<file path="src/rtl/posit_decode_if.sv">
// Stream handshake plus decoded posit field bundle used by posit_decode.
interface posit_decode_if #(
  parameter int unsigned POSIT_WIDTH = 16,
  parameter int unsigned POSIT_ES    = 1
);
  localparam int unsigned FW = POSIT_WIDTH - POSIT_ES - 3;
  localparam int unsigned SW = $clog2(POSIT_WIDTH) + POSIT_ES + 1;

  logic                   rts_i;
  logic                   rtr_o;
  logic                   sow_i;
  logic                   eow_i;
  logic [POSIT_WIDTH-1:0] posit_i;
  logic                   rtr_i;
  logic                   rts_o;
  logic                   sow_o;
  logic                   eow_o;
  logic [FW-1:0]          fraction_o;
  logic signed [SW-1:0]   scale_o;
  logic                   sign_o;
  logic                   NaR_o;
  logic                   zero_o;

  modport slave (
    input  rts_i, sow_i, eow_i, posit_i, rtr_i,
    output rtr_o, rts_o, sow_o, eow_o, fraction_o, scale_o, sign_o, NaR_o, zero_o
  );

  modport master (
    output rts_i, sow_i, eow_i, posit_i, rtr_i,
    input  rtr_o, rts_o, sow_o, eow_o, fraction_o, scale_o, sign_o, NaR_o, zero_o
  );
endinterface

</file>
<file path="src/rtl/posit_decode.sv">
// Streaming posit decoder: encoded posit -> sign/scale/fraction/NaR/zero fields.
// Define POSIT_DECODE_SINGLE_STAGE_EN to merge both stages into one (latency 1).
module posit_decode #(
  parameter int unsigned POSIT_WIDTH = 16,
  parameter int unsigned POSIT_ES    = 1
) (
  input logic           clk,
  input logic           rst_n,
  posit_decode_if.slave bus
);
  localparam int unsigned N  = POSIT_WIDTH;
  localparam int unsigned BW = N - 1;
  localparam int unsigned MW = $clog2(N);
  localparam int unsigned FW = N - POSIT_ES - 3;
  localparam int unsigned SW = $clog2(N) + POSIT_ES + 1;

  logic w_process_en, w_receive_en, w_in_valid;
  logic r_rtr, r_rts;
  logic r_latched, r_skid_sow, r_skid_eow;
  logic [N-1:0] r_skid_posit;
  logic [N-1:0] w_p;
  logic w_sow, w_eow;

  assign w_process_en = bus.rtr_i | ~r_rts;
  assign w_receive_en = bus.rts_i & r_rtr;
  assign w_in_valid   = w_receive_en | r_latched;
  assign w_p          = r_latched ? r_skid_posit : bus.posit_i;
  assign w_sow        = r_latched ? r_skid_sow : bus.sow_i;
  assign w_eow        = r_latched ? r_skid_eow : bus.eow_i;

  // rtr_o lags process_en, so one beat can land while stalled; the skid holds it.
  always_ff @(posedge clk or negedge rst_n) begin
    if (!rst_n) begin
      r_rtr        <= 1'b0;
      r_latched    <= 1'b0;
      r_skid_posit <= '0;
      r_skid_sow   <= 1'b0;
      r_skid_eow   <= 1'b0;
    end else begin
      r_rtr <= w_process_en;
      if (w_receive_en && !w_process_en) begin
        r_latched    <= 1'b1;
        r_skid_posit <= bus.posit_i;
        r_skid_sow   <= bus.sow_i;
        r_skid_eow   <= bus.eow_i;
      end else if (w_process_en) begin
        r_latched <= 1'b0;
      end
    end
  end

  logic w_d_sign, w_d_zero, w_d_nar, w_d_r0, w_stop;
  logic [N-1:0]  w_neg;
  logic [BW-1:0] w_d_body;
  logic [MW-1:0] w_d_run;

  always_comb begin
    w_neg    = -w_p;
    w_d_sign = w_p[N-1];
    w_d_zero = (w_p == '0);
    w_d_nar  = (w_p == {1'b1, {(N-1){1'b0}}});
    w_d_body = w_d_sign ? w_neg[BW-1:0] : w_p[BW-1:0];
    w_d_r0   = w_d_body[BW-1];
    w_d_run  = '0;
    w_stop   = 1'b0;
    for (int i = BW - 1; i >= 0; i--) begin
      if (!w_stop && (w_d_body[i] == w_d_r0)) w_d_run = w_d_run + MW'(1);
      else w_stop = 1'b1;
    end
  end

  logic w_s2_valid, w_s2_sow, w_s2_eow, w_s2_sign, w_s2_zero, w_s2_nar, w_s2_r0;
  logic [BW-1:0] w_s2_body;
  logic [MW-1:0] w_s2_run;

`ifdef POSIT_DECODE_SINGLE_STAGE_EN
  assign w_s2_valid = w_in_valid;
  assign w_s2_sow   = w_sow;
  assign w_s2_eow   = w_eow;
  assign w_s2_sign  = w_d_sign;
  assign w_s2_zero  = w_d_zero;
  assign w_s2_nar   = w_d_nar;
  assign w_s2_r0    = w_d_r0;
  assign w_s2_body  = w_d_body;
  assign w_s2_run   = w_d_run;
`else
  logic r_s1_valid, r_s1_sow, r_s1_eow, r_s1_sign, r_s1_zero, r_s1_nar, r_s1_r0;
  logic [BW-1:0] r_s1_body;
  logic [MW-1:0] r_s1_run;

  always_ff @(posedge clk or negedge rst_n) begin
    if (!rst_n) begin
      r_s1_valid <= 1'b0;
      r_s1_sow   <= 1'b0;
      r_s1_eow   <= 1'b0;
      r_s1_sign  <= 1'b0;
      r_s1_zero  <= 1'b0;
      r_s1_nar   <= 1'b0;
      r_s1_r0    <= 1'b0;
      r_s1_body  <= '0;
      r_s1_run   <= '0;
    end else if (w_process_en && w_in_valid) begin
      r_s1_valid <= 1'b1;
      r_s1_sow   <= w_sow;
      r_s1_eow   <= w_eow;
      r_s1_sign  <= w_d_sign;
      r_s1_zero  <= w_d_zero;
      r_s1_nar   <= w_d_nar;
      r_s1_r0    <= w_d_r0;
      r_s1_body  <= w_d_body;
      r_s1_run   <= w_d_run;
    end else if (w_process_en) begin
      r_s1_valid <= 1'b0;
      r_s1_sow   <= 1'b0;
      r_s1_eow   <= 1'b0;
    end
  end

  assign w_s2_valid = r_s1_valid;
  assign w_s2_sow   = r_s1_sow;
  assign w_s2_eow   = r_s1_eow;
  assign w_s2_sign  = r_s1_sign;
  assign w_s2_zero  = r_s1_zero;
  assign w_s2_nar   = r_s1_nar;
  assign w_s2_r0    = r_s1_r0;
  assign w_s2_body  = r_s1_body;
  assign w_s2_run   = r_s1_run;
`endif

  logic [BW-1:0]        w_shifted;
  logic [FW-1:0]        w_frac;
  logic signed [SW-1:0] w_scale;
  int                   w_k, w_e;

  // Shifting out regime + terminator; a shift >= BW (maxpos/minpos) yields all zeros.
  always_comb begin
    w_shifted = w_s2_body << (int'(w_s2_run) + 1);
    w_e       = int'(w_shifted >> (BW - POSIT_ES));
    w_k       = w_s2_r0 ? int'(w_s2_run) - 1 : -int'(w_s2_run);
    w_scale   = SW'(w_k * (2 ** POSIT_ES) + w_e);
    w_frac    = w_shifted[BW-1-POSIT_ES -: FW];
    if (w_s2_zero || w_s2_nar) begin
      w_scale = '0;
      w_frac  = '0;
    end
  end

  logic r_sow, r_eow, r_sign, r_zero, r_nar;
  logic [FW-1:0]        r_frac;
  logic signed [SW-1:0] r_scale;

  always_ff @(posedge clk or negedge rst_n) begin
    if (!rst_n) begin
      r_rts   <= 1'b0;
      r_sow   <= 1'b0;
      r_eow   <= 1'b0;
      r_sign  <= 1'b0;
      r_zero  <= 1'b0;
      r_nar   <= 1'b0;
      r_frac  <= '0;
      r_scale <= '0;
    end else if (w_process_en && w_s2_valid) begin
      r_rts   <= 1'b1;
      r_sow   <= w_s2_sow;
      r_eow   <= w_s2_eow;
      r_sign  <= w_s2_sign;
      r_zero  <= w_s2_zero;
      r_nar   <= w_s2_nar;
      r_frac  <= w_frac;
      r_scale <= w_scale;
    end else if (w_process_en) begin
      r_rts <= 1'b0;
      r_sow <= 1'b0;
      r_eow <= 1'b0;
    end
  end

  assign bus.rtr_o      = r_rtr;
  assign bus.rts_o      = r_rts;
  assign bus.sow_o      = r_sow;
  assign bus.eow_o      = r_eow;
  assign bus.sign_o     = r_sign;
  assign bus.zero_o     = r_zero;
  assign bus.NaR_o      = r_nar;
  assign bus.fraction_o = r_frac;
  assign bus.scale_o    = r_scale;
endmodule

</file>
<file path="src/flat_wrapper.sv">
// flat-port wrapper written by rule: the top's interface ports become plain ports
module posit_decode_flat 
#(
  parameter int unsigned POSIT_WIDTH = 16,
  parameter int unsigned POSIT_ES    = 1
)
  (clk, rst_n, bus_rts_i, bus_sow_i, bus_eow_i, bus_posit_i, bus_rtr_i, bus_rtr_o, bus_rts_o, bus_sow_o, bus_eow_o, bus_fraction_o, bus_scale_o, bus_sign_o, bus_NaR_o, bus_zero_o);
  posit_decode_if #(.POSIT_WIDTH(POSIT_WIDTH), .POSIT_ES(POSIT_ES)) bus_i ();
  input logic clk;
  input logic rst_n;
  input wire logic [$bits(bus_i.rts_i)-1:0] bus_rts_i;
  input wire logic [$bits(bus_i.sow_i)-1:0] bus_sow_i;
  input wire logic [$bits(bus_i.eow_i)-1:0] bus_eow_i;
  input wire logic [$bits(bus_i.posit_i)-1:0] bus_posit_i;
  input wire logic [$bits(bus_i.rtr_i)-1:0] bus_rtr_i;
  output wire logic [$bits(bus_i.rtr_o)-1:0] bus_rtr_o;
  output wire logic [$bits(bus_i.rts_o)-1:0] bus_rts_o;
  output wire logic [$bits(bus_i.sow_o)-1:0] bus_sow_o;
  output wire logic [$bits(bus_i.eow_o)-1:0] bus_eow_o;
  output wire logic [$bits(bus_i.fraction_o)-1:0] bus_fraction_o;
  output wire logic [$bits(bus_i.scale_o)-1:0] bus_scale_o;
  output wire logic [$bits(bus_i.sign_o)-1:0] bus_sign_o;
  output wire logic [$bits(bus_i.NaR_o)-1:0] bus_NaR_o;
  output wire logic [$bits(bus_i.zero_o)-1:0] bus_zero_o;
  assign bus_i.rts_i = bus_rts_i;
  assign bus_i.sow_i = bus_sow_i;
  assign bus_i.eow_i = bus_eow_i;
  assign bus_i.posit_i = bus_posit_i;
  assign bus_i.rtr_i = bus_rtr_i;
  assign bus_rtr_o = bus_i.rtr_o;
  assign bus_rts_o = bus_i.rts_o;
  assign bus_sow_o = bus_i.sow_o;
  assign bus_eow_o = bus_i.eow_o;
  assign bus_fraction_o = bus_i.fraction_o;
  assign bus_scale_o = bus_i.scale_o;
  assign bus_sign_o = bus_i.sign_o;
  assign bus_NaR_o = bus_i.NaR_o;
  assign bus_zero_o = bus_i.zero_o;
  posit_decode #(.POSIT_WIDTH(POSIT_WIDTH), .POSIT_ES(POSIT_ES)) u_core (.clk(clk), .rst_n(rst_n), .bus(bus_i));
endmodule
</file>
<file path="config.mk">
export PLATFORM = sky130hd
export DESIGN_NAME = posit_decode_flat
export DESIGN_NICKNAME = d
export VERILOG_FILES = /design/src/rtl/posit_decode_if.sv /design/src/rtl/posit_decode.sv /design/src/flat_wrapper.sv
export SDC_FILE = /design/constraint.sdc
export NUM_CORES = 1
export LEC_CHECK = 0
export CAP_MARGIN = 10
export CORE_MARGIN = 4
export CORE_UTILIZATION = 43
export DETAILED_ROUTE_END_ITERATION = 7
export PLACE_DENSITY = 0.61
export SYNTH_ARGS = -nofsm -noshare
export SYNTH_HDL_FRONTEND = slang
export SYNTH_SLANG_ARGS = --single-unit
</file>
<file path="constraint.sdc">
create_clock -name clk -period 19.2 [get_ports clk]
set_input_delay 3.84 -clock clk [delete_from_list [all_inputs] [get_ports clk]]
set_output_delay 3.84 -clock clk [all_outputs]
set_load 0.01 [all_outputs]
</file>
# Yosys cells after proc, flatten, opt, wreduce, memory -nomap -nowiden
# Cells that the tools add are included.
[word_totals]
n_memories = 0
output_inout_bits = 25
latch_bits = 0
wordCells = 136
rom_bits = 0
ramBits = 0
input_bits = 22
ff_bits = 70
[classes]
n_reduce_logical = 34
muxes = 42
n_eq_ne = 15
bitwise_logic = 4
order_cmp = 0
mul = 0
shifts = 1
div = 0
addsub = 18
[op_table]
columns = ["operator", "n"]
rows = [
  ["$add 4x1->4 const B", 12],
  ["$mux 4", 12],
  ["$shl 15x32->15", 1],
  ["$mux 1", 23],
  ["$eq 16x16->1 const B", 1],
  ["$logic_and 1x1->1", 16],
  ["$logic_not 16->1", 1],
  ["$mux 16", 1],
  ["$mux 15", 1],
  ["$neg 15->15", 1],
  ["$eq 1x1->1", 14],
  ["$logic_not 1->1", 13],
  ["$mux 12", 1],
  ["$add 6x2->6", 1],
  ["$mux 6", 1],
  ["$reduce_bool 2->1", 3],
  ["$add 4x1->5 const B", 1],
  ["$mux 5", 1],
  ["$neg 4->5", 1],
  ["$sub 4x1->5 const B", 1],
  ["$add 2x1->3 const B", 1],
  ["$mux 3", 1],
  ["$mux 2", 1],
  ["$or 1x1->1", 2],
  ["3 further kinds", 3],
]

# Logic depth before layout (Yosys ltp)
[logic_depth]
depth_word = 42
mapped_depth = 38
mapped_depth_nobuf = 33

# Worst setup path before layout
# Ideal clock, no wire load.
[synth_path]
kind = "input to register"
startpoint = "input port bus_posit_i[0]"
endpoint = "register u_core.r_s1_run[2]"
arrival_ns = 10.099
path_stages = 34
n_path_buf = 1
required_time_ns = 19.068
setup_time_ns = 0.132
path_slack_ns = 8.969
cell_sequence = "mux2i_1 ha_1 nor4b_2 o22ai_2 o41ai_4 xor2_4 nor4_1 a32o_1 buf_2 nand2_1 o21ai_0 ha_1 o21a_1 ha_1 nand2_1 o21ai_0 ha_1 mux2i_1 o31ai_1 ha_1 nor2_1 nor2_1 ha_1 nor2b_1 o21ai_0 ha_1 nand2_1 a31oi_1 ha_1 o221ai_1 a21oi_1 nor2_1 xnor2_1 o21ai_1"
[synth_between]
elab_chain_len = 42
elab_cells_between_ends = 82
cone_classes = "add/sub (14); eq/ne (14); mux (29); reduce/logical (25)"
[synth_lines]
columns = ["element", "line_no", "source"]
rows = [
  ["start: declaration", "flat_wrapper.sv:14", "input wire logic [$bits(bus_i.posit_i)-1:0] bus_posit_i;"],
  ["$mux 16 (*)", "posit_decode.sv:27", "assign w_p = r_latched ? r_skid_posit : bus.posit_i;"],
  ["$neg 15->15", "posit_decode.sv:58", "w_neg = -w_p;"],
  ["$mux 15 (*)", "posit_decode.sv:62", "w_d_body = w_d_sign ? w_neg[BW-1:0] : w_p[BW-1:0];"],
  ["branches (longest 38 deep; another with $add 4x1->4)", "n/a", ""],
  ["$mux 4 (*)", "posit_decode.sv:67", "if (!w_stop && (w_d_body[i] == w_d_r0)) w_d_run = w_d_run + MW'(1);"],
  ["end signal: assignment", "posit_decode.sv:111", "r_s1_run <= w_d_run;"],
  ["end: declaration", "posit_decode.sv:89", "logic [MW-1:0] r_s1_run;"],
]
# Mark *: on every way between the ends.
# A chain may end at the register's enable or synchronous reset.

# Final worst setup path
# Same ends and word-level chain as after synthesis.

==> key figures <==
Floorplan
  – Rows: 39
  – Core area: 11600 um2
  – Die X: 117 um
  – Starting density of the core: 0.444
  – Die area: 13800 um2
  – Die extent in y: 117 um
  – IO Count: 47

Final layout
  – Fraction of layout cells with a size suffix above 1: 0.139
  – Commonest cells after routing, fill and taps aside: nand2_1 (76), dfrtp_1 (69), clkdlybuf4s50_1 (45), nor2_1 (37), o21ai_0 (30)
  – Nets: 603
  – Layout area overhead: 16.4%
  – Most common cell after layout, fill and taps aside: nand2_1
  – # diodes: 0
  – Filler cells: 1091

Status
  – Status: completed

Critical path
  – Critical Path Slowest Stage Cell: nor4_1
  – CP Launch Type: input port
  – CP Class: input port to register
  – Peak fanout along the critical path: 18
  – Crit. End Element: register
  – CP Data Required Time: 19.39 ns
  – WP data arrival: 11.80 ns
  – Crit path top cell by count: ha_1
  – CP max stage delay: 0.55 ns

STA
  – Worst Tran Pin Value: 1.04 ns
  – Worst rel slew slack: 0.288
  – Finish-stage setup viols: 0
  – Fmax: 0.0862 GHz
  – Minimum clock period: 11.60 ns
  – Crit share post-route: 0.604
  – Setup_tns: 0 ns
  – Clock Skew: 0.00757 ns
  – Post-route setup slack: 7.60 ns
  – Fin. Hold Viols: 0
  – Final Max Slew Viols: 0
  – Unrepaired setup endpoints after global routing: no

Drt
  – Routed len/inst: 16.3 um
  – Met1 WL: 5210 um
  – Top Layer Used: met4
  – DR pass1 iterations: 4
  – Total number of vias: 4136
  – WL met2: 5790 um
  – ANT nets after route: 0
  – Starting DRT DRC Count: 287
  – Vias per Instance: 5.76
  – Met3 Routed Length: 484 um
  – Final WL: 11700 um
  – Residual DRC: 0

Clocking
  – CTS root buffer: clkbuf_16
  – Worst-path clk slew: 0.06 ns
  – H-tree Lvls: 3
  – Post-CTS Setup Bufs: 0
  – Cts repair resizes: 0
  – Worst-Skew Late Latency: 0.33 ns
  – Bufs on Longest Clock Path: 2
  – Clock Sinks: 69
  – CTS tree: built
  – Cts hold-fix bufs: 0
  – Num CTS Buffers: 9

Global route
  – First-pass GRT wire length: 20400 um
  – Largest net degree at the start of global routing: 70
  – Initial antenna violation count: 0
  – Total GRT Usage: 0.177
  – Number of global-route vias before repair: 4136
  – Congestion Overflow GR: 0

Pwr
  – Total Power: 0.951 mW
  – Lkg Pwr: 2.37 nW
  – PwrDens: 159 nW/um2
  – Maximum VDD drop: 0.0780 mV

Synth
  – Synth Net Count: 570
  – Yosys top cell by area: dfrtp_1
  – Most used DFF post-synth: dfrtp_1
  – Mapped Area: 5140 um2
  – Flops & latches, synth: 69
  – Netlist cell types: 76
  – Post-synth EDFFs: 0
  – Share of the synthesized area in the top cell type: 0.336
  – Synthesis Warnings: 0
  – Syn_area_per_cell: 9.57 um2
  – Synth top area cells: dfrtp_1 (34%), mux2_2 (5.9%), mux2i_1 (5.6%), nand2_1 (5.6%), mux4_2 (4.4%)
  – Gate Count Post-Synth: 537
  – Sequential-to-total area share from yosys stat: 0.336
  – Ys async rst share: 1.00

Flow run
  – Max Cap Viol: 0

Place
  – Final Wtd Congestion: 0.820
  – Place WS: 7.37 ns
  – Port Buf Inserts: 46
  – Post-detail-place hpwl: 8760 um

Worst hold path
  – Worst min-delay path category: register to register
==> path summary, 6_finish.rpt <==
check / to / start / slack, ns / depth (start not counted)
min reg2reg: u_core.bus.eow_o / u_core.bus.eow_o / 0.47 / 2
min: u_core.bus.eow_o / u_core.bus.eow_o / 0.47 / 2
max in group asynchronous: u_core.r_s1_body[7] / rst_n / 14.92 / 2
max: u_core.r_s1_run[2] / bus_posit_i[0] / 7.60 / 33
max reg2reg: u_core.r_s1_run[2] / u_core.r_latched / 10.71 / 33
min in group asynchronous: u_core.bus.sign_o / rst_n / 3.72 / 2
==> cells in the mapped netlist (5+ instances only) <==
master and n:
xnor2_1 25, nand2_1 76, mux2_2 27, nor2b_1 6
mux2i_1 29, nor2_1 37, clkbuf_1 17, xor2_1 9
nand3_1 11, ha_1 11, nor3_1 17, o31ai_1 8
o22ai_1 5, a21oi_1 24, nand2b_1 7, inv_1 7
o21ai_1 5, a31oi_1 5, dfrtp_1 69, mux4_2 10
o21ai_0 30
==> metrics by stage <==
stage	util	hold WS (ns)	instance area, um2	instances
3_3_place_gp	0.490	0.450	5660	702
6_report	0.517	0.470	5980	718
2_1_floorplan	-	0.446	5140	537
3_5_place_dp	0.490	0.464	5660	702
4_1_cts	0.517	0.476	5980	718
5_1_grt	0.517	0.502	5980	718
==> flip-flops by register name (all words and copies together), names as in the netlist, 4 cells and up <==
signal / count
u_core.bus.fraction_o: 12
u_core.r_s1_body: 15
u_core.bus.scale_o: 6
u_core.r_skid_posit: 16
u_core.r_s1_run: 4
==> worst max-delay path: cells and delay by family <==
kind / cells / cell delay [ns]
AO/OA/AOI/OAI: 14 / 2.85
multiplexers: 2 / 0.61
adder cells (fa/ha/maj): 7 / 2.08
XOR/XNOR: 3 / 0.60
AND/OR/NAND/NOR: 6 / 1.33
buffers and inverters: 1 / 0.47
==> routing by layer <==
metal / vias up / GRT usage
met5: - / 0
met4: 0 / 0.0543
met3: 15 / 0.0404
met2: 85 / 0.304
met1: 1985 / 0.221
li1: 2051 / -
==> kinds of logic (layout without fill, tap and decap cells) <==
group           Yosys count  after routing  share of synthesized area
xor+xnor                 35             35                     0.0633
compound gates          127            127                      0.185
buf+inv                  36             74                     0.0331
fa+ha+maj                11             11                     0.0268
simple gates            191            191                      0.189
flops                    69             69                      0.336
mux                      68             68                      0.167
==> report_power, final <==
group          switching (mW)  internal [mW]
registers              0.0604          0.204
logic                   0.270          0.240
clock network          0.0591          0.118
total                   0.390          0.561
==> area by class of cell <==
cell class              count  area [um2]  area share
flip-flops and latches     69        1730       0.289
multi-input cells         432        3240       0.542
clock buffers              13         250      0.0418
repair buffers             50         485      0.0812
well taps                 143         179      0.0299
inverters                   8        30.0     0.00502
clock inverters             3        68.8      0.0115
Note: power is estimated with default switching activity, not from simulation.
==> patch 1, RTL diff (same settings) <==
`POSIT_WIDTH` is set to 16 in 3 places; all go to 32.
--- a/src/rtl/posit_decode_if.sv
+++ b/src/rtl/posit_decode_if.sv
@@ -1,6 +1,6 @@
 // Stream handshake plus decoded posit field bundle used by posit_decode.
 interface posit_decode_if #(
-  parameter int unsigned POSIT_WIDTH = 16,
+  parameter int unsigned POSIT_WIDTH = 32,
   parameter int unsigned POSIT_ES    = 1
 );
   localparam int unsigned FW = POSIT_WIDTH - POSIT_ES - 3;
--- a/src/rtl/posit_decode.sv
+++ b/src/rtl/posit_decode.sv
@@ -1,7 +1,7 @@
 // Streaming posit decoder: encoded posit -> sign/scale/fraction/NaR/zero fields.
 // Define POSIT_DECODE_SINGLE_STAGE_EN to merge both stages into one (latency 1).
 module posit_decode #(
-  parameter int unsigned POSIT_WIDTH = 16,
+  parameter int unsigned POSIT_WIDTH = 32,
   parameter int unsigned POSIT_ES    = 1
 ) (
   input logic           clk,
--- a/src/flat_wrapper.sv
+++ b/src/flat_wrapper.sv
@@ -1,7 +1,7 @@
 // flat-port wrapper written by rule: the top's interface ports become plain ports
 module posit_decode_flat 
 #(
-  parameter int unsigned POSIT_WIDTH = 16,
+  parameter int unsigned POSIT_WIDTH = 32,
   parameter int unsigned POSIT_ES    = 1
 )
   (clk, rst_n, bus_rts_i, bus_sow_i, bus_eow_i, bus_posit_i, bus_rtr_i, bus_rtr_o, bus_rts_o, bus_sow_o, bus_eow_o, bus_fraction_o, bus_scale_o, bus_sign_o, bus_NaR_o, bus_zero_o);
Ports: changed (resized bus_fraction_o, bus_posit_i and bus_scale_o); port bits go from 47 to 80. No check against the original RTL was run, so the function may have changed too.
==> patch 1 against the original RTL <==
Routed wire length rose to 2.6 times the old value. Worst hold slack got worse by 0.0019 ns. Via count is 150% higher. Fmax is 36% lower. Worst setup slack got worse by 6.5 ns. Design area is 120% higher. Area after synthesis rose by 120%. Power increased by 130%. Critical path depth up 47. Sequential share of layout area decreased by 5.8 points. Count of clock-buffer cells in the layout grew 4. Sequential cell count grew 50. Global-route usage rose by 3.6 points. Critical endpoint is now u_core.r_s1_run[4]. Largest cell class unchanged. Highest routed layer unchanged.
==> patch 1: results (changes against the original RTL) <==
- Status: complete, no violations
- WL met3: 1460 um (+200%)
- Maximum VDD drop: 73.48 uV (-5.8%)
- Routed wl met2: 15070 um (+160%)
- CP startpoint: bus_posit_i[4]
- Filler cells: 2434 (+120%)
- Max reg flops: 32 (+16)
- Grt met3 use: 2.779% (-1.3 points)
- Synth Area in Compound Gates: 19.95% (+1.4 points)
- Drt initial violations: 645 (+120%)
- GRT met2 Usage: 36.73% (+6.3 points)
- Crit Path Max Fanout: 5 (-13)
- RR Endpoint: u_core.r_s1_run[4]
- Core Util, Final: 51.13% (-0.59 points)
- P_leak: 0.005104 uW (+120%)
- M1 GR Usage: 27.86% (+5.8 points)
- First-pass GRT wire length: 49800 um (+140%)
- Pre-antenna DRT Iters: 7 (+3)
- CTS Buf Count: 17 (+8)
- Clk_lat worst skew: 0.42 ns (+0.09 ns)
- Largest net degree at the start of global routing: 76 (+8.6%)
- Critical path's slowest cell: or4_1
- Vias/cell: 5.942 (+3.2%)
- GPL Wtd Cong: 0.9394 (+15%)
- Register area share after synthesis: 26.76% (-6.8 points)
- Top cells by area in the synthesized netlist: dfrtp_1, mux2i_1, mux2_2
- Worst endpoint data arrival time: 18.43 ns (+6.63 ns)
- Post-synthesis mux area share: 15.59% (-1.1 points)
-- patch 1: cell types whose count changed in the layout (fill, tap and decap cells not counted), sizes merged, moves of 33 or more --
| cell | unedited run | this run |
|---|---|---|
| dfrtp | 69 | 119 |
| mux2 | 27 | 67 |
| a21oi | 24 | 73 |
| mux2i | 31 | 80 |
| xnor2 | 25 | 69 |
| clkdlybuf4s50 | 45 | 78 |
| nand2 | 76 | 187 |
| nor2 | 37 | 107 |
| o21ai | 36 | 100 |
-- patch 1: worst min-delay path by stage --
stage / start / end / slack (ns) / cells past startpoint
4_1_cts: u_core.bus.eow_o / u_core.bus.eow_o / 0.47 / 2
3_5_place_dp: u_core.bus.sow_o / u_core.bus.sow_o / 0.46 / 2
2_1_floorplan: u_core.r_s1_sign / u_core.r_s1_sign / 0.45 / 2
5_1_grt: u_core.bus.eow_o / u_core.bus.eow_o / 0.50 / 2
3_3_place_gp: u_core.bus.eow_o / u_core.bus.eow_o / 0.45 / 2
6_report: u_core.bus.sow_o / u_core.bus.sow_o / 0.47 / 2
-- patch 1: kinds of logic after synthesis --
kind of cell             Yosys count
AO/OA/AOI/OAI                    331
AND/OR/NAND/NOR                  477
flip-flops                       119
XOR/XNOR                         104
buffers and inverters             92
adder cells (fa/ha/maj)           33
multiplexers                     155
-- patch 1: worst register-to-register path, delay by kind of cell, from the launching register on --
kind / cells / cell delay (ns)
flip-flops: 1 / 0.70
buffers and inverters: 4 / 0.82
adder cells (fa/ha/maj): 15 / 4.38
AND/OR/NAND/NOR: 23 / 3.09
AO/OA/AOI/OAI: 28 / 4.75
XOR/XNOR: 3 / 0.78
multiplexers: 5 / 1.00
-- patch 1: what timing repair did --
item,4_1_cts,5_1_grt
setup endpoints to repair,0,4
setup buffers,0,12
resized for setup,0,22
-- patch 1: layout make-up --
cell class | instances | area share [%]
Sequential cell | 119 | 23.01
Inverter | 25 | 0.7246
Timing Repair Buffer | 108 | 7.768
Tap cell | 330 | 3.188
Multi-Input combinational cell | 1100 | 60.99
Clock inverter | 15 | 1.034
Clock buffer | 17 | 3.285
-- patch 1: power groups by stage --
stage                     clock, uW  sequential (uW)  combinational (uW)
after floorplan                   0              444                1020
after global placement            0              469                1360
after detailed placement          0              475                1370
after CTS                       312              471                1380
after global routing            323              491                1550
final                           306              473                1400
-- patch 1: per-stage QoR --
stage                     hold slack, ns  std cells  setup slack (ns)
final                             0.4679       1714             1.117
after global routing              0.4992       1714          0.007814
after CTS                         0.4743       1701            0.4112
after floorplan                   0.4460       1311             2.060
after global placement            0.4511       1669            0.6659
after detailed placement          0.4605       1669           0.01282
==> patch 2, RTL diff (config.mk and constraints unchanged) <==
Without the edit above. Make the reset (`rst_n`) synchronous in 3 clocked blocks.
--- a/src/rtl/posit_decode.sv
+++ b/src/rtl/posit_decode.sv
@@ -29,7 +29,7 @@
   assign w_eow        = r_latched ? r_skid_eow : bus.eow_i;
 
   // rtr_o lags process_en, so one beat can land while stalled; the skid holds it.
-  always_ff @(posedge clk or negedge rst_n) begin
+  always_ff @(posedge clk) begin
     if (!rst_n) begin
       r_rtr        <= 1'b0;
       r_latched    <= 1'b0;
@@ -88,7 +88,7 @@
   logic [BW-1:0] r_s1_body;
   logic [MW-1:0] r_s1_run;
 
-  always_ff @(posedge clk or negedge rst_n) begin
+  always_ff @(posedge clk) begin
     if (!rst_n) begin
       r_s1_valid <= 1'b0;
       r_s1_sow   <= 1'b0;
@@ -149,7 +149,7 @@
   logic [FW-1:0]        r_frac;
   logic signed [SW-1:0] r_scale;
 
-  always_ff @(posedge clk or negedge rst_n) begin
+  always_ff @(posedge clk) begin
     if (!rst_n) begin
       r_rts   <= 1'b0;
       r_sow   <= 1'b0;
Function: differs if rst_n is asserted again (counterexample within 4 cycles, from zero or initial values and one cycle with rst_n low); with rst_n held inactive, the same outputs for 4 cycles.
==> patch 2 against the original RTL <==
Core utilization shrank 0.41 points. Worst hold slack lost 0.0073 ns. Final cell count grew 9.6%. Routed wire length grew 3.1%. Worst setup slack lost 0.47 ns. Area after synthesis shrank 0.97%. Design area shrank 1.2%. Clock skew shrank 0.0026 ns. Sequential cell count is the same.
Power is not compared: it rests on default switching activity, and its combinational part moved more than twofold at a synthesized area within 25%.
==> patch 2: results (changes against the original RTL) <==
- Library cells used by synthesis: 75 (-1.3%)
- Clk_skew: 0.004929 ns (-0.002638 ns)
- Post-layout net count: 672 (+11%)
- Largest net degree at the start of global routing: 72 (+2.9%)
- GRT met2 Usage: 31.89% (+1.5 points)
- Status: complete, no violations
- Reg2Reg Depth: 36 (+9.1%)
- Post-Synth XOR/XNOR Area: 5.877% (-0.45 points)
- Register area share after synthesis: 27.15% (-6.5 points)
- GPL Wtd Cong: 0.8742 (+6.6%)
- Hold Path End: u_core.r_skid_sow
- Drt initial violations: 299 (+4.2%)
- Largest stage delay, worst path: 0.58 ns (+0.03 ns)
- Hold Startpoint: u_core.r_skid_sow
- Total Wirelength: 12080 um (+3.1%)
- Reg2reg setup slack: 10.00 ns (-0.71 ns)
- Filler cells: 1113 (+2.0%)
- Async set-or-reset flop fraction in the synthesized netlist: 0% (-100 points)
- Crit Path Max Fanout: 17 (-1)
- Post-synthesis mux area share: 11.24% (-5.4 points)
- Routed wl met2: 5691 um (-1.6%)
- First-pass GRT wire length: 20420 um (+0.17%)
- Vias in the first global route: 4234 (+2.4%)
- Post-synth top area cell: dfxtp_1
- Syn Nets: 650 (+14%)
- Detail Placement HPWL: 9081 um (+3.7%)
- R2R Path Start: u_core.r_latched
- Metal-1 WL: 5692 um (+9.2%)
[patch 2: cell types whose count changed after synthesis, sizes merged, moves of 19 or more]
cell    unedited run  this run
dfrtp             69         0
dfxtp              0        69
a21boi             1        32
nand2             76        98
mux2              27         8
[patch 2: how the worst max path moves through the flow]
| stage | slack [ns] | start | cells after the start | end |
|---|---|---|---|---|
| floorplan | 8.19 | bus_posit_i[0] | 37 | u_core.r_s1_run[2] |
| global placement | 7.18 | bus_posit_i[0] | 37 | u_core.r_s1_run[2] |
| detailed placement | 6.82 | bus_posit_i[0] | 37 | u_core.r_s1_run[2] |
| CTS | 7.15 | bus_posit_i[0] | 37 | u_core.r_s1_run[2] |
| global route | 6.50 | bus_posit_i[0] | 37 | u_core.r_s1_run[2] |
| finish | 7.13 | bus_posit_i[0] | 37 | u_core.r_s1_run[2] |
[patch 2: final cells by class]
class / instances / area (um^2) / area share (%)
flip-flops and latches: 69 / 1383 / 23.40
repair buffers: 50 / 485.5 / 8.215
multi-input cells: 500 / 3506 / 59.33
clock inverters: 7 / 97.59 / 1.651
well taps: 143 / 178.9 / 3.028
inverters: 9 / 33.78 / 0.5717
clock buffers: 9 / 225.2 / 3.811
[patch 2: tightest hold or removal path: cells and delay by family, from the launching register on]
family / cells / cell delay, ns
AND/OR/NAND/NOR: 1 / 0.05
AO/OA/AOI/OAI: 1 / 0.06
flip-flops: 1 / 0.31
[patch 2: stage by stage]
step	setup WS [ns]	instances	power [uW]	cell area, um^2	util [%]
5_1_grt	6.497	787	451.6	5909	51.31
6_report	7.126	787	428.4	5909	51.31
2_1_floorplan	8.188	617	226.1	5089	-
3_3_place_gp	7.180	771	249.2	5587	48.51
3_5_place_dp	6.822	771	251.9	5587	48.51
4_1_cts	7.149	787	432.5	5909	51.31
